File: config.mk
export PLATFORM = sky130hd
export DESIGN_NAME = uart_tx_engine
export DESIGN_NICKNAME = d
export VERILOG_FILES = /design/src/rtl/uart_tx_pkg.sv /design/src/rtl/tx_parity_gen.sv /design/src/rtl/uart_tx_engine.sv
export SDC_FILE = /design/constraint.sdc
export NUM_CORES = 1
export LEC_CHECK = 0
export BUFFER_PORTS_ARGS = -buffer_cell sky130_fd_sc_hd__buf_2
export CORE_MARGIN = 8
export CORE_UTILIZATION = 40
export DETAILED_ROUTE_END_ITERATION = 12
export SYNTH_ARGS = -nofsm -noshare
export SYNTH_HDL_FRONTEND = slang
export SYNTH_SLANG_ARGS = --single-unit
File: constraint.sdc
create_clock -name BITCLK -period 2.93 [get_ports BITCLK]
set_clock_uncertainty 0.1 [all_clocks]
set_input_delay 0.586 -clock BITCLK [delete_from_list [all_inputs] [get_ports BITCLK]]
set_output_delay 0.586 -clock BITCLK [all_outputs]
set_load 0.01 [all_outputs]
File: src/rtl/uart_tx_pkg.sv
// Shared definitions for the UART transmit engine: state encoding, mode codes,
// and the data-length rule.
package uart_tx_pkg;

  typedef enum logic [2:0] {
    IDLE,
    GAP,
    START,
    DATA,
    ADDR,
    PARITY,
    STOP1,
    STOP2
  } txState_t;

  localparam logic [1:0] MODE_UART = 2'b00;
  localparam logic [1:0] MODE_IDLE = 2'b01;
  localparam logic [1:0] MODE_ADDR = 2'b10;

  localparam int GAP_BITS = 11;

  // Frame data length: MAX_W minus the length field, never below 5 bits.
  function automatic int dataLen(input int maxW, input int lenField);
    int len;
    len = maxW - lenField;
    return (len < 5) ? 5 : len;
  endfunction

endpackage

File: src/rtl/tx_parity_gen.sv
// Combinational parity bit over the masked data word plus the address bit.
module tx_parity_gen #(
  parameter int MAX_W = 8
) (
  input  logic [MAX_W-1:0] maskedData,
  input  logic             addrBit,
  input  logic             evenPar,
  output logic             parityBit
);

  // Odd parity (evenPar=0) inverts the plain XOR reduction.
  assign parityBit = (^maskedData) ^ addrBit ^ ~evenPar;

endmodule

File: src/rtl/uart_tx_engine.sv
// UART transmit engine: one bit-time per BITCLK cycle, config latched at buffer
// load, optional idle-line gap, address bit, parity and one or two stop bits.
module uart_tx_engine
  import uart_tx_pkg::*;
#(
  parameter int MAX_W = 8,
  parameter int LEN_W = 2
) (
  input  logic             BITCLK,
  input  logic             reset,
  input  logic             wUCPEN,
  input  logic             wUCPAR,
  input  logic             wUCMSB,
  input  logic             wUCSPB,
  input  logic [LEN_W-1:0] wLEN,
  input  logic [1:0]       wUCMODE,
  input  logic             wUCTXADDR,
  input  logic             wUCTXBRK,
  input  logic [MAX_W-1:0] TxData,
  input  logic             iTXIFG,
  output logic             TxBEN,
  output logic             setTXIFG,
  output logic             clrAUX,
  output logic             setTXCPTIFG,
  output logic             TxBusy,
  output logic             Tx
);

  localparam int CNT_W = $clog2(MAX_W + 1);
  localparam int GAP_W = $clog2(GAP_BITS);

  txState_t         stateReg;
  logic             txReg, busyReg, txbenReg, setTxifgReg, clrAuxReg, cptReg;
  logic [MAX_W-1:0] shiftReg;
  logic [CNT_W-1:0] cntReg, lenReg;
  logic [GAP_W-1:0] gapCntReg;
  logic             penReg, spbReg, addrModeReg, addrReg, parReg;

  logic [1:0]       modeNorm;
  logic [CNT_W-1:0] lenLoad, shiftAmt;
  logic [MAX_W-1:0] lenMask, revRaw, maskedData, revData, shiftLoad;
  logic             parityBit, addrLoad, lastStop, loadNow;

  always_comb begin
    modeNorm = (wUCMODE == 2'b11) ? MODE_UART : wUCMODE;
    lenLoad  = CNT_W'(dataLen(MAX_W, int'(wLEN)));
    shiftAmt = CNT_W'(MAX_W) - lenLoad;
  end

  generate
    for (genvar gi = 0; gi < MAX_W; gi++) begin : g_bits
      assign lenMask[gi] = (CNT_W'(gi) < lenLoad);
      assign revRaw[gi]  = TxData[MAX_W-1-gi];
    end
  endgenerate

  // MSB-first frames are bit-reversed within the selected length so the
  // shifter always sends bit 0 next.
  always_comb begin
    maskedData = TxData & lenMask;
    revData    = revRaw >> shiftAmt;
    shiftLoad  = wUCTXBRK ? '0 : (wUCMSB ? revData : maskedData);
    addrLoad   = (modeNorm == MODE_ADDR) & wUCTXADDR & ~wUCTXBRK;
  end

  tx_parity_gen #(.MAX_W(MAX_W)) u_parity (
    .maskedData(maskedData),
    .addrBit   ((modeNorm == MODE_ADDR) & wUCTXADDR),
    .evenPar   (wUCPAR),
    .parityBit (parityBit)
  );

  always_comb begin
    lastStop = (stateReg == STOP2) || (stateReg == STOP1 && !spbReg);
    loadNow  = ((stateReg == IDLE) || lastStop) && !iTXIFG;
  end

  always_ff @(posedge BITCLK) begin
    if (reset) begin
      stateReg    <= IDLE;
      txReg       <= 1'b1;
      busyReg     <= 1'b0;
      txbenReg    <= 1'b0;
      setTxifgReg <= 1'b0;
      clrAuxReg   <= 1'b0;
      cptReg      <= 1'b0;
      shiftReg    <= '0;
      cntReg      <= '0;
      lenReg      <= '0;
      gapCntReg   <= '0;
      penReg      <= 1'b0;
      spbReg      <= 1'b0;
      addrModeReg <= 1'b0;
      addrReg     <= 1'b0;
      parReg      <= 1'b0;
    end else begin
      txbenReg    <= 1'b0;
      setTxifgReg <= 1'b0;
      clrAuxReg   <= 1'b0;
      cptReg      <= 1'b0;
      if (loadNow) begin
        shiftReg    <= shiftLoad;
        lenReg      <= lenLoad;
        cntReg      <= '0;
        gapCntReg   <= '0;
        penReg      <= wUCPEN;
        spbReg      <= wUCSPB;
        addrModeReg <= (modeNorm == MODE_ADDR);
        addrReg     <= addrLoad;
        parReg      <= parityBit & ~wUCTXBRK;
        busyReg     <= 1'b1;
        txbenReg    <= 1'b1;
        setTxifgReg <= 1'b1;
        clrAuxReg   <= 1'b1;
        if (modeNorm == MODE_IDLE && wUCTXADDR) begin
          stateReg <= GAP;
          txReg    <= 1'b1;
        end else begin
          stateReg <= START;
          txReg    <= 1'b0;
        end
      end else if (lastStop) begin
        stateReg <= IDLE;
        txReg    <= 1'b1;
        busyReg  <= 1'b0;
        cptReg   <= 1'b1;
      end else begin
        unique case (stateReg)
          GAP: begin
            if (gapCntReg == GAP_W'(GAP_BITS - 1)) begin
              stateReg <= START;
              txReg    <= 1'b0;
            end else begin
              gapCntReg <= gapCntReg + 1'b1;
            end
          end
          START: begin
            stateReg <= DATA;
            txReg    <= shiftReg[0];
            shiftReg <= shiftReg >> 1;
            cntReg   <= '0;
          end
          DATA: begin
            if (cntReg == lenReg - 1'b1) begin
              if (addrModeReg) begin
                stateReg <= ADDR;
                txReg    <= addrReg;
              end else if (penReg) begin
                stateReg <= PARITY;
                txReg    <= parReg;
              end else begin
                stateReg <= STOP1;
                txReg    <= 1'b1;
              end
            end else begin
              txReg    <= shiftReg[0];
              shiftReg <= shiftReg >> 1;
              cntReg   <= cntReg + 1'b1;
            end
          end
          ADDR: begin
            if (penReg) begin
              stateReg <= PARITY;
              txReg    <= parReg;
            end else begin
              stateReg <= STOP1;
              txReg    <= 1'b1;
            end
          end
          PARITY: begin
            stateReg <= STOP1;
            txReg    <= 1'b1;
          end
          STOP1: begin
            stateReg <= STOP2;
            txReg    <= 1'b1;
          end
          default: begin
            stateReg <= stateReg;
          end
        endcase
      end
    end
  end

  assign Tx          = txReg;
  assign TxBusy      = busyReg;
  assign TxBEN       = txbenReg;
  assign setTXIFG    = setTxifgReg;
  assign clrAUX      = clrAuxReg;
  assign setTXCPTIFG = cptReg;

endmodule

After elaboration in Yosys (flattened, before gate mapping) --
Index checks and enable logic that the tools add are counted.
Storage, ports and cells: register bits 32, input port bits 21, output and inout port bits 6, logic and storage cells 107
Cells by class: add/sub/neg operators 5, order comparisons 9, equality and inequality tests 17, shifts and indexed selects 1, mux-type cells 30, bitwise operators 10, reduce and logical (&&, ||, !) cells 21
Operators by type and width (number):
- 8-bit two-way mux | 5
- 3-bit one-hot mux with 6 select lines | 1
- 3-bit by 4-bit < comparator with 1-bit output, first input constant | 4
- 8-bit one-hot mux with 2 select lines | 1
- 3-bit equality test, second input constant | 4
- 3-bit two-way mux | 4
- 3-bit AND reduction | 4
- 1-bit two-way mux | 11
- 4-bit by 1-bit adder with 4-bit output, second input constant | 2
- 8-bit bitwise AND | 1
- 1-bit by 4-bit < comparator with 1-bit output, first input constant | 2
- 2-bit by 4-bit < comparator with 1-bit output, first input constant | 2
- 2-bit two-way mux | 4
- 4-bit two-way mux | 2
- 4-bit inequality test, second input constant | 2
- 4-bit one-hot mux with 2 select lines | 1
- 8-bit nonzero test | 1
- 8-bit XOR reduction | 1
- 8-bit by 4-bit right shift with 8-bit output | 1
- 7-bit nonzero test | 1
- 3-bit by 2-bit equality test with 1-bit output, second input constant | 2
- 5-bit by 4-bit < comparator with 1-bit output, second input constant | 1
- 1-bit one-hot mux with 5 select lines | 1
- 4-bit by 2-bit subtractor with 5-bit output, first input constant | 1
- 21 further kinds | 34

Depth between registers and ports, before layout --
Gate-level depths: netlist of the first run.
depth in word-level cells 9, depth in mapped cells 12, mapped depth without buffers 9

Modules after synthesis --
From an unflattened synthesis of the first run, not the netlist that was laid out.
Second synthesis, totals: cell total of the unflattened synthesis 266, area total of the unflattened synthesis 2167.1 sq um
By module, submodules not included:
- uart_tx_engine | instances 1, cells each 258, area each 2083.2 sq um, sequential area each 640.6 sq um
- tx_parity_gen | instances 1, cells each 8, area each 83.8 sq um, sequential area each 0.0 sq um

Least setup slack after synthesis of the first run --
Ideal clock, no wire load.
path kind input -> register, start point in wLEN[0], end point reg shiftReg[1], setup time 0.059 ns, data arrival time 2.926 ns, required time 2.771 ns, path slack -0.155 ns, stages on the path 10, buffers on the path 3, cell sequence buf_2 -> buf_2 -> inv_1 -> ha_1 -> ha_1 -> clkbuf_1 -> mux4_2 -> and2_1 -> o41ai_1 -> o211a_1
On the way: longest elaborated chain between the ends 8, elaborated cells between the ends (all ways) 10, those cells by class add/sub (2); order compare (2); shift (1); mux (4); bitwise (1)
RTL lines:
- start, declared | RTL line uart_tx_engine.sv:15 | input logic [LEN_W-1:0] wLEN,
- 4-bit by 2-bit subtractor with 5-bit output * | RTL line uart_tx_pkg.sv:25 | len = maxW - lenField;
- 5-bit by 4-bit < comparator with 1-bit output | RTL line uart_tx_pkg.sv:26 | return (len < 5) ? 5 : len;
- 4-bit two-way mux * | RTL line uart_tx_pkg.sv:26
- 4-bit subtractor or 1-bit by 4-bit < comparator with 1-bit output (tied branches) | RTL line uart_tx_engine.sv:47, uart_tx_engine.sv:52
- 8-bit by 4-bit right shift with 8-bit output or 8-bit bitwise AND (tied branches) | RTL line uart_tx_engine.sv:61, uart_tx_engine.sv:60
- 8-bit two-way mux * (2 in series) | RTL line uart_tx_engine.sv:62 | shiftLoad = wUCTXBRK ? '0 : (wUCMSB ? revData : maskedData);
- 8-bit two-way mux * | RTL line uart_tx_engine.sv:101 | if (loadNow) begin
- end signal, assigned | RTL line uart_tx_engine.sv:102 | shiftReg <= shiftLoad;
- end signal, assigned | RTL line uart_tx_engine.sv:140 | shiftReg <= shiftReg >> 1;
- end signal, assigned | RTL line uart_tx_engine.sv:157 | shiftReg <= shiftReg >> 1;
- end, declared | RTL line uart_tx_engine.sv:34 | logic [MAX_W-1:0] shiftReg;
Mark *: on every way between the ends. The rest lies on a longest branch, timed or not. A chain may end at the register's enable or synchronous reset.

Worst setup path in the final report of the first run --
start point in wLEN[1], end point reg shiftReg[1]
On the way: longest elaborated chain between the ends 8, elaborated cells between the ends (all ways) 10, those cells by class add/sub (2); order compare (2); shift (1); mux (4); bitwise (1)
RTL lines:
- 4-bit by 2-bit subtractor with 5-bit output * | RTL line uart_tx_pkg.sv:25
- 5-bit by 4-bit < comparator with 1-bit output | RTL line uart_tx_pkg.sv:26
- 4-bit two-way mux * | RTL line uart_tx_pkg.sv:26
- via lenLoad[3] | RTL line uart_tx_engine.sv:40 | logic [CNT_W-1:0] lenLoad, shiftAmt;
- 4-bit subtractor or 1-bit by 4-bit < comparator with 1-bit output (tied branches) | RTL line uart_tx_engine.sv:47, uart_tx_engine.sv:52
- 8-bit by 4-bit right shift with 8-bit output or 8-bit bitwise AND (tied branches) | RTL line uart_tx_engine.sv:61, uart_tx_engine.sv:60
- 8-bit two-way mux * (2 in series) | RTL line uart_tx_engine.sv:62
- 8-bit two-way mux * | RTL line uart_tx_engine.sv:101
Mark *: on every way through the listed nets, which the timed path passes. The rest lies on a longest branch.

==> results of run 1 <==
==> logic make-up (layout without fill, tap and decap cells) <==
logic type / after synthesis / count (layout) / synth area share, %
and+or+nand+nor: 88 / 88 / 20.3
AOI/OAI and AO/OA: 77 / 77 / 24.3
buffers and inverters: 36 / 58 / 6.78
DFF: 32 / 32 / 28.9
xor gates and xnor gates: 17 / 17 / 7.40
muxes: 12 / 12 / 7.18
adders and majority gates: 9 / 9 / 5.09
==> final cells by class <==
cell class                 count  area (sq um)
timing repair buffer          33           183
clock inverter                 2          35.0
multi-input combinational    203          1420
sequential                    32           641
tap                           72          90.1
inverter                      17          63.8
clock buffer                   6          72.6
fill                         557          2930
==> worst max-delay path, delay by kind of cell <==
family,cells,cell delay (ns)
adders and majority gates,2,0.53
AOI/OAI and AO/OA,2,0.51
buffers and inverters,3,0.26
muxes,1,0.49
and+or+nand+nor,1,0.17
==> sequential cells by signal (all words and copies together), names as in the netlist, 3 cells and up <==
name and flops:
cntReg 4, lenReg 4, stateReg 3, shiftReg 8, gapCntReg 4
==> stage by stage <==
stage | setup WS, ns | cells | power, W
after floorplan | 0.0302 | 271 | 0.000769
after global placement | 0.290 | 357 | 0.000860
after detailed placement | 0.213 | 357 | 0.000860
after CTS | 0.509 | 365 | 0.00128
after global routing | 0.369 | 365 | 0.00135
final | 0.518 | 365 | 0.00127
==> per-layer routing <==
| metal | vias to the layer above | global-route usage [%] | wire length, microns |
|---|---|---|---|
| li1 | 1013 | - | - |
| met1 | 915 | 16.0 | 2450 |
| met2 | 26 | 19.1 | 2380 |
| met3 | 4 | 4.07 | 146 |
| met4 | 0 | 4.44 | 64 |
| met5 | - | 0 | 0 |
==> power breakdown <==
| group | switching (W) | internal (W) |
|---|---|---|
| registers | 0.0000387 | 0.000472 |
| clock network | 0.000166 | 0.000252 |
| logic | 0.000181 | 0.000158 |
==> cells in the mapped netlist, types with 7 or more instances <==
| cell | instances |
|---|---|
| a21oi_1 | 26 |
| a31oi_1 | 7 |
| clkbuf_1 | 11 |
| dfxtp_1 | 32 |
| ha_1 | 9 |
| inv_1 | 17 |
| mux2i_1 | 8 |
| nand2_1 | 26 |
| nor2_1 | 19 |
| nor3_1 | 8 |
| o21ai_0 | 9 |
| xnor2_1 | 12 |
==> worst paths after layout <==
kind / from / endpoint / slack, ns / cells past startpoint
max: wLEN[1] / shiftReg[1]$_SDFFE_PP0P_ / 0.52 / 9
min: TxBusy$_SDFFE_PP0P_ / TxBusy$_SDFFE_PP0P_ / 0.36 / 2
max reg2reg: stateReg[0]$_SDFFE_PP0P_ / parReg$_SDFFE_PP0P_ / 0.66 / 5
min reg2reg: TxBusy$_SDFFE_PP0P_ / TxBusy$_SDFFE_PP0P_ / 0.36 / 2
==> metrics, run 1 <==
TritonCTS Buffers=5; First-pass DRT Iterations=4; number of DRC violations after detailed-routing iteration 0=106; library cell occupying the most area in the post-synthesis netlist=dfxtp_1; total count of max-transition violations in the final report=0; wire length of the first global-routing pass=8540 microns; Die Y-Extent=90.4 microns; type of the setup path with the least slack=input pin to flip-flop; power density relative to cell area=505 nW/um^2; Post-Syn Area=2210 sq um; most used cells in the layout excluding fill and tap cells=dfxtp_1 (32), nand2_1 (26), a21oi_1 (26), buf_2 (26), nor2_1 (19); vias=1,958; root buffer cell=clkbuf_8; maximum level of the CTS H-tree=2; fraction of post-synthesis cell area in the top cell type by area=28.9%; number of hold buffers added after cts=0; number of register bits inferred by synthesis=32; Initial Util=40.7%; part of the Yosys area used for sequential elements=28.9%; share of the clock period used by the worst path after layout=82.3%; Final Core Density=46.1%; detailed placement HPWL=3770 microns; unrepaired setup endpoints after global routing=false; CTS tree=built; relative area change from synthesis to final layout=13.3%; most frequent standard cell in the layout excluding fill and tap cells=dfxtp_1; max-cap viol count=0; clock insertion delay at the later pin of the skew report=0.29 ns; Hold WS=0.357 ns; I/O pin count=27; kind of end point of the critical path=flip-flop; classification of the worst-slack hold path=flip-flop to flip-flop; horizontal die dimension=90.4 microns; final layout net count=322; Mean Syn Cell Area=8.17 sq um; drt wl/cell=13.8 microns; GRT Util Overall=12.5%; CP max-delay cell=mux4_2; number of synthesized flops with an enable pin=0; slew of the pin with the lowest slew margin=0.651 ns; layout cells sized above 1=18.8%; endpoint arrival time on the critical path=2.54 ns; initial antenna violation count=0; share of flip-flops with an asynchronous set or reset=0%; final worst path period need=2.41 ns; Clock Path Buffers=2; final antenna diode count=0; ys flop type=dfxtp_1; result of the run=finished clean; final setup vio count=0; number of standard cells after synthesis=271; overall die area=8170 sq um; CP max FO=4; GR Overflow Total=0; drc violations=0; post-CTS sizing=0; biggest cell delay along the critical path=0.49 ns; nature of the critical path startpoint=input pin; vias in the first global route=1,825; final std cell area, no fill=2510 sq um; drt total wl=5050 microns; Post-Route Setup TNS=0 ns; critical path required time=3.06 ns; clock sink total=32; number of warnings reported in the yosys synthesis log=0; endpoints failing hold=0; Core Box Area=5440 sq um; remaining number of nets flagged by the antenna check after routing=0; pin count of the biggest net entering global routing=26; via density per instance=5.36; dpl cell area=2400 sq um; static leakage=1.00 nW; clock input transition at the sequential cells of the worst setup and hold paths=0.08 ns; maximum vdd drop=0.230 mV; top achievable clock speed=415 MHz; list of cells traversed by the critical path=buf_2, inv_1, ha_1, inv_1, ha_1, mux4_2, and2_1, o41ai_1, o211a_1; cell row count=27; synth top area cells=dfxtp_1 (29%), a21oi_1 (5.9%), ha_1 (5.1%), xnor2_1 (4.7%), nand2_1 (4.4%); number of library cell types mapped by synthesis=58; routability-driven placement congestion ratio=0.880; number of buffer cells added on primary ports=26; number of setup buffers added after CTS=0; Mapped Nets=301; worst slew margin relative to its limit=56.4%
No activity file was read; power rests on OpenSTA's default activity.
==> run 2, diff against run 1 <==
--- a/config.mk
+++ b/config.mk
@@ -5,6 +5,7 @@
 export SDC_FILE = /design/constraint.sdc
 export NUM_CORES = 1
 export LEC_CHECK = 0
+export ABC_AREA = 1
 export BUFFER_PORTS_ARGS = -buffer_cell sky130_fd_sc_hd__buf_2
 export CORE_MARGIN = 8
 export CORE_UTILIZATION = 40
==> constraint.sdc (replaced) <==
create_clock -name BITCLK -period 2.3 [get_ports BITCLK]
set_clock_uncertainty 0.1 [all_clocks]
set_input_delay 0.46 -clock BITCLK [delete_from_list [all_inputs] [get_ports BITCLK]]
set_output_delay 0.46 -clock BITCLK [all_outputs]
set_load 0.01 [all_outputs]
==> run 2 against run 1 <==
Register-to-register slack worse by 0.41 ns. Highest routed layer unchanged. Utilization is 0.49 points higher. Critical path type is now flip-flop to flip-flop. Synthesized cell count is 35% higher.
==> metrics, run 2 <==
critical path required time=2.42 ns (-0.64 ns); number of library cell types mapped by synthesis=33 (-43%); initial antenna violation count=0 (unchanged); CTS tree=built; routing usage on met2=23.1% (+3.9 points); drt total wl=5520 microns (+9.4%); nature of the critical path startpoint=flip-flop; remaining number of nets flagged by the antenna check after routing=0 (unchanged); part of the Yosys area used for sequential elements=28.6% (-0.36 points); largest family of logic cells by synthesized area=simple AND/OR/NAND/NOR gates; largest delay contributor family on the critical path=simple AND/OR/NAND/NOR gates; I/O pin count=27 (unchanged); most used cells in the layout excluding fill and tap cells=nand2_1 (119), inv_1 (47), nand3_1 (36), nor2_1 (35), dfxtp_1 (32); CP max FO=5 (+1); Hold WS=0.270 ns (-0.0864 ns); GR Overflow Total=0 (unchanged); number of warnings reported in the yosys synthesis log=0 (unchanged); GR peak layer=met2; CP max-delay cell=dfxtp_1; horizontal die dimension=90.9 microns (+0.51%); top achievable clock speed=489 MHz; xor and xnor fraction of the mapped netlist area=3.13% (-4.3 points); number of buffer cells added on primary ports=26 (unchanged); maximum level of the CTS H-tree=2 (unchanged); biggest cell delay along the critical path=0.36 ns (-0.13 ns); Post-Syn Area=2240 sq um (+1.2%); cell row count=27 (unchanged); final antenna diode count=0 (unchanged); commonest cells in the synthesized netlist=nand2_1 (120), inv_1 (47), nand3_1 (36), nor2_1 (35), dfxtp_1 (32); classification of the worst-slack hold path=input pin to flip-flop; list of cells traversed by the critical path=inv_1, ha_1, nand2_1, inv_1, nor2_1, nand2_1, nor2_4, nand2_1, nand2_1, nand2_2, nor2_4, nor2_1, nor2_1; number of register bits inferred by synthesis=32 (unchanged); max-cap viol count=0 (unchanged); placed cell count=460 (+29%); First-pass DRT Iterations=4 (unchanged); arithmetic-cell share of the synthesized area counting full adders, half adders and majority gates=5.03% (-0.062 points); library cell occupying the most area in the post-synthesis netlist=dfxtp_1; number of standard cells after synthesis=367 (+35%); met1 capacity usage during global routing=17.4% (+1.4 points); total count of max-transition violations in the final report=0 (unchanged); final setup vio count=0 (unchanged); mux cell area share after synthesis=0% (-7.2 points); clock sink total=32 (unchanged); post-synthesis share of cell area spent on and, or, nand and nor gates=41.2% (+21 points); power density relative to cell area=925 nW/um^2 (+83%); most frequent standard cell in the layout excluding fill and tap cells=nand2_1; maximum vdd drop=0.727 mV (+220%); number of synthesized flops with an enable pin=0 (unchanged); clock insertion delay at the later pin of the skew report=0.28 ns (about the same); worst slew margin relative to its limit=66.1% (+9.7 points); Mapped Nets=397 (+32%); number of DRC violations after detailed-routing iteration 0=99 (-6.6%); fraction of post-synthesis cell area in the top cell type by area=28.6% (-0.36 points); pin count of the biggest net entering global routing=26 (unchanged); Initial Util=40.9% (+0.25 points); overall die area=8250 sq um (+1.0%); root buffer cell=clkbuf_8; final worst path period need=2.05 ns; post-synthesis compound-gate area fraction=11.2% (-13 points); layout cells sized above 1=14.4% (-4.4 points); clock input transition at the sequential cells of the worst setup and hold paths=0.07 ns (about the same); share of the clock period used by the worst path after layout=89.0%; Clock Path Buffers=2 (unchanged); relative area change from synthesis to final layout=13.8%; drc violations=0 (unchanged); share of flip-flops with an asynchronous set or reset=0% (unchanged); most frequent CP cell=nand2_1; static leakage=1.33 nW (+32%); detailed placement HPWL=4400 microns (+17%); slew of the pin with the lowest slew margin=0.506 ns (-0.145 ns); type of the setup path with the least slack=flip-flop to flip-flop; GRT Util Overall=14.1% (+1.6 points); GR Util met3=3.74% (-0.33 points); most common cell in the netlist=nand2_1; synth top area cells=dfxtp_1 (29%), nand2_1 (20%), nand3_1 (8.0%), inv_1 (7.9%), nor2_1 (5.9%); endpoint arrival time on the critical path=2.16 ns (-0.38 ns); Post-Route Setup TNS=0 ns (unchanged); wire length of the first global-routing pass=9780 microns (+15%); routability-driven placement congestion ratio=1.04 (+18%); number of hold buffers added after cts=0 (unchanged); Mean Syn Cell Area=6.11 sq um (-25%); max FFs per register=8 (unchanged); ys flop type=dfxtp_1; vias in the first global route=2,236 (+23%); via density per instance=4.79 (-11%); worst path bufs/invs=2 (-1); number of filler cells placed in the layout=610 (+9.5%); unrepaired setup endpoints after global routing=false; result of the run=finished clean; vias=2,243 (+15%); Die Y-Extent=90.9 microns (+0.51%); endpoints failing hold=0 (unchanged); non-filler instance count after layout=468 (+28%); final layout net count=425 (+32%); drt wl/cell=11.8 microns (-15%); kind of end point of the critical path=flip-flop; Core Box Area=5470 sq um (+0.62%); largest register by flop count=shiftReg; TritonCTS Buffers=5 (unchanged)
-- run 2: final timing paths --
path                               to              startpoint  cells past startpoint  slack, ns
min reg2reg      addrReg$_SDFFE_PP0P_    addrReg$_SDFFE_PP0P_                      2       0.36
min               penReg$_SDFFE_PP0P_                  wUCPEN                      3       0.27
max          shiftReg[4]$_SDFFE_PP0P_  lenReg[0]$_SDFFE_PP0P_                     13       0.25
max reg2reg  shiftReg[4]$_SDFFE_PP0P_  lenReg[0]$_SDFFE_PP0P_                     13       0.25
-- run 2: layer usage --
layer | vias to the layer above | wire, microns
met5 | - | 0
met4 | 0 | 31
met3 | 4 | 176
met2 | 39 | 2570
met1 | 982 | 2740
li1 | 1218 | -
-- run 2: timing repair --
action	4_1_cts	5_1_grt
buffers inserted	0	0
gates resized for setup	0	2
endpoints found under the setup margin	0	5
-- run 2: worst reg2reg max path: cells and delay by family (launching register included) --
kind | cells | cell delay (ns)
DFF | 1 | 0.36
buffers and inverters | 2 | 0.12
adders and majority gates | 1 | 0.32
and+or+nand+nor | 10 | 1.09
-- run 2: power breakdown --
group	total [W]	switching (W)	leakage [nW]	internal [W]
clock	0.000537	0.000216	0.0541	0.000320
combinational	0.00104	0.000684	1.01	0.000359
sequential	0.000780	0.0000931	0.262	0.000687
-- run 2: kinds of logic (layout without fill, tap and decap cells) --
group                    after synthesis  in the layout
XOR/XNOR                               8              8
flip-flops                            32             32
AND/OR/NAND/NOR                      213            213
AO/OA/AOI/OAI                         46             46
buffers and inverters                 59             88
adder cells (fa/ha/maj)                9              9
-- run 2: metrics by stage --
step | setup WS, ns | power (W) | cell area (sq um) | util, %
global route | 0.0129 | 0.00259 | 2550 | 46.6
floorplan | 0.400 | 0.00161 | 2240 | -
finish | 0.254 | 0.00236 | 2550 | 46.6
global placement | 0.158 | 0.00181 | 2430 | 44.4
CTS | 0.161 | 0.00237 | 2540 | 46.5
detailed placement | 0.119 | 0.00183 | 2430 | 44.4
-- run 2: layout make-up --
cell class | count | area, sq um | share of cell area (%)
multi-input combinational | 276 | 1360 | 53.5
sequential | 32 | 641 | 25.1
inverter | 51 | 191 | 7.51
timing repair buffer | 29 | 153 | 5.99
tap | 72 | 90.1 | 3.53
clock buffer | 5 | 68.8 | 2.70
clock inverter | 3 | 42.5 | 1.67
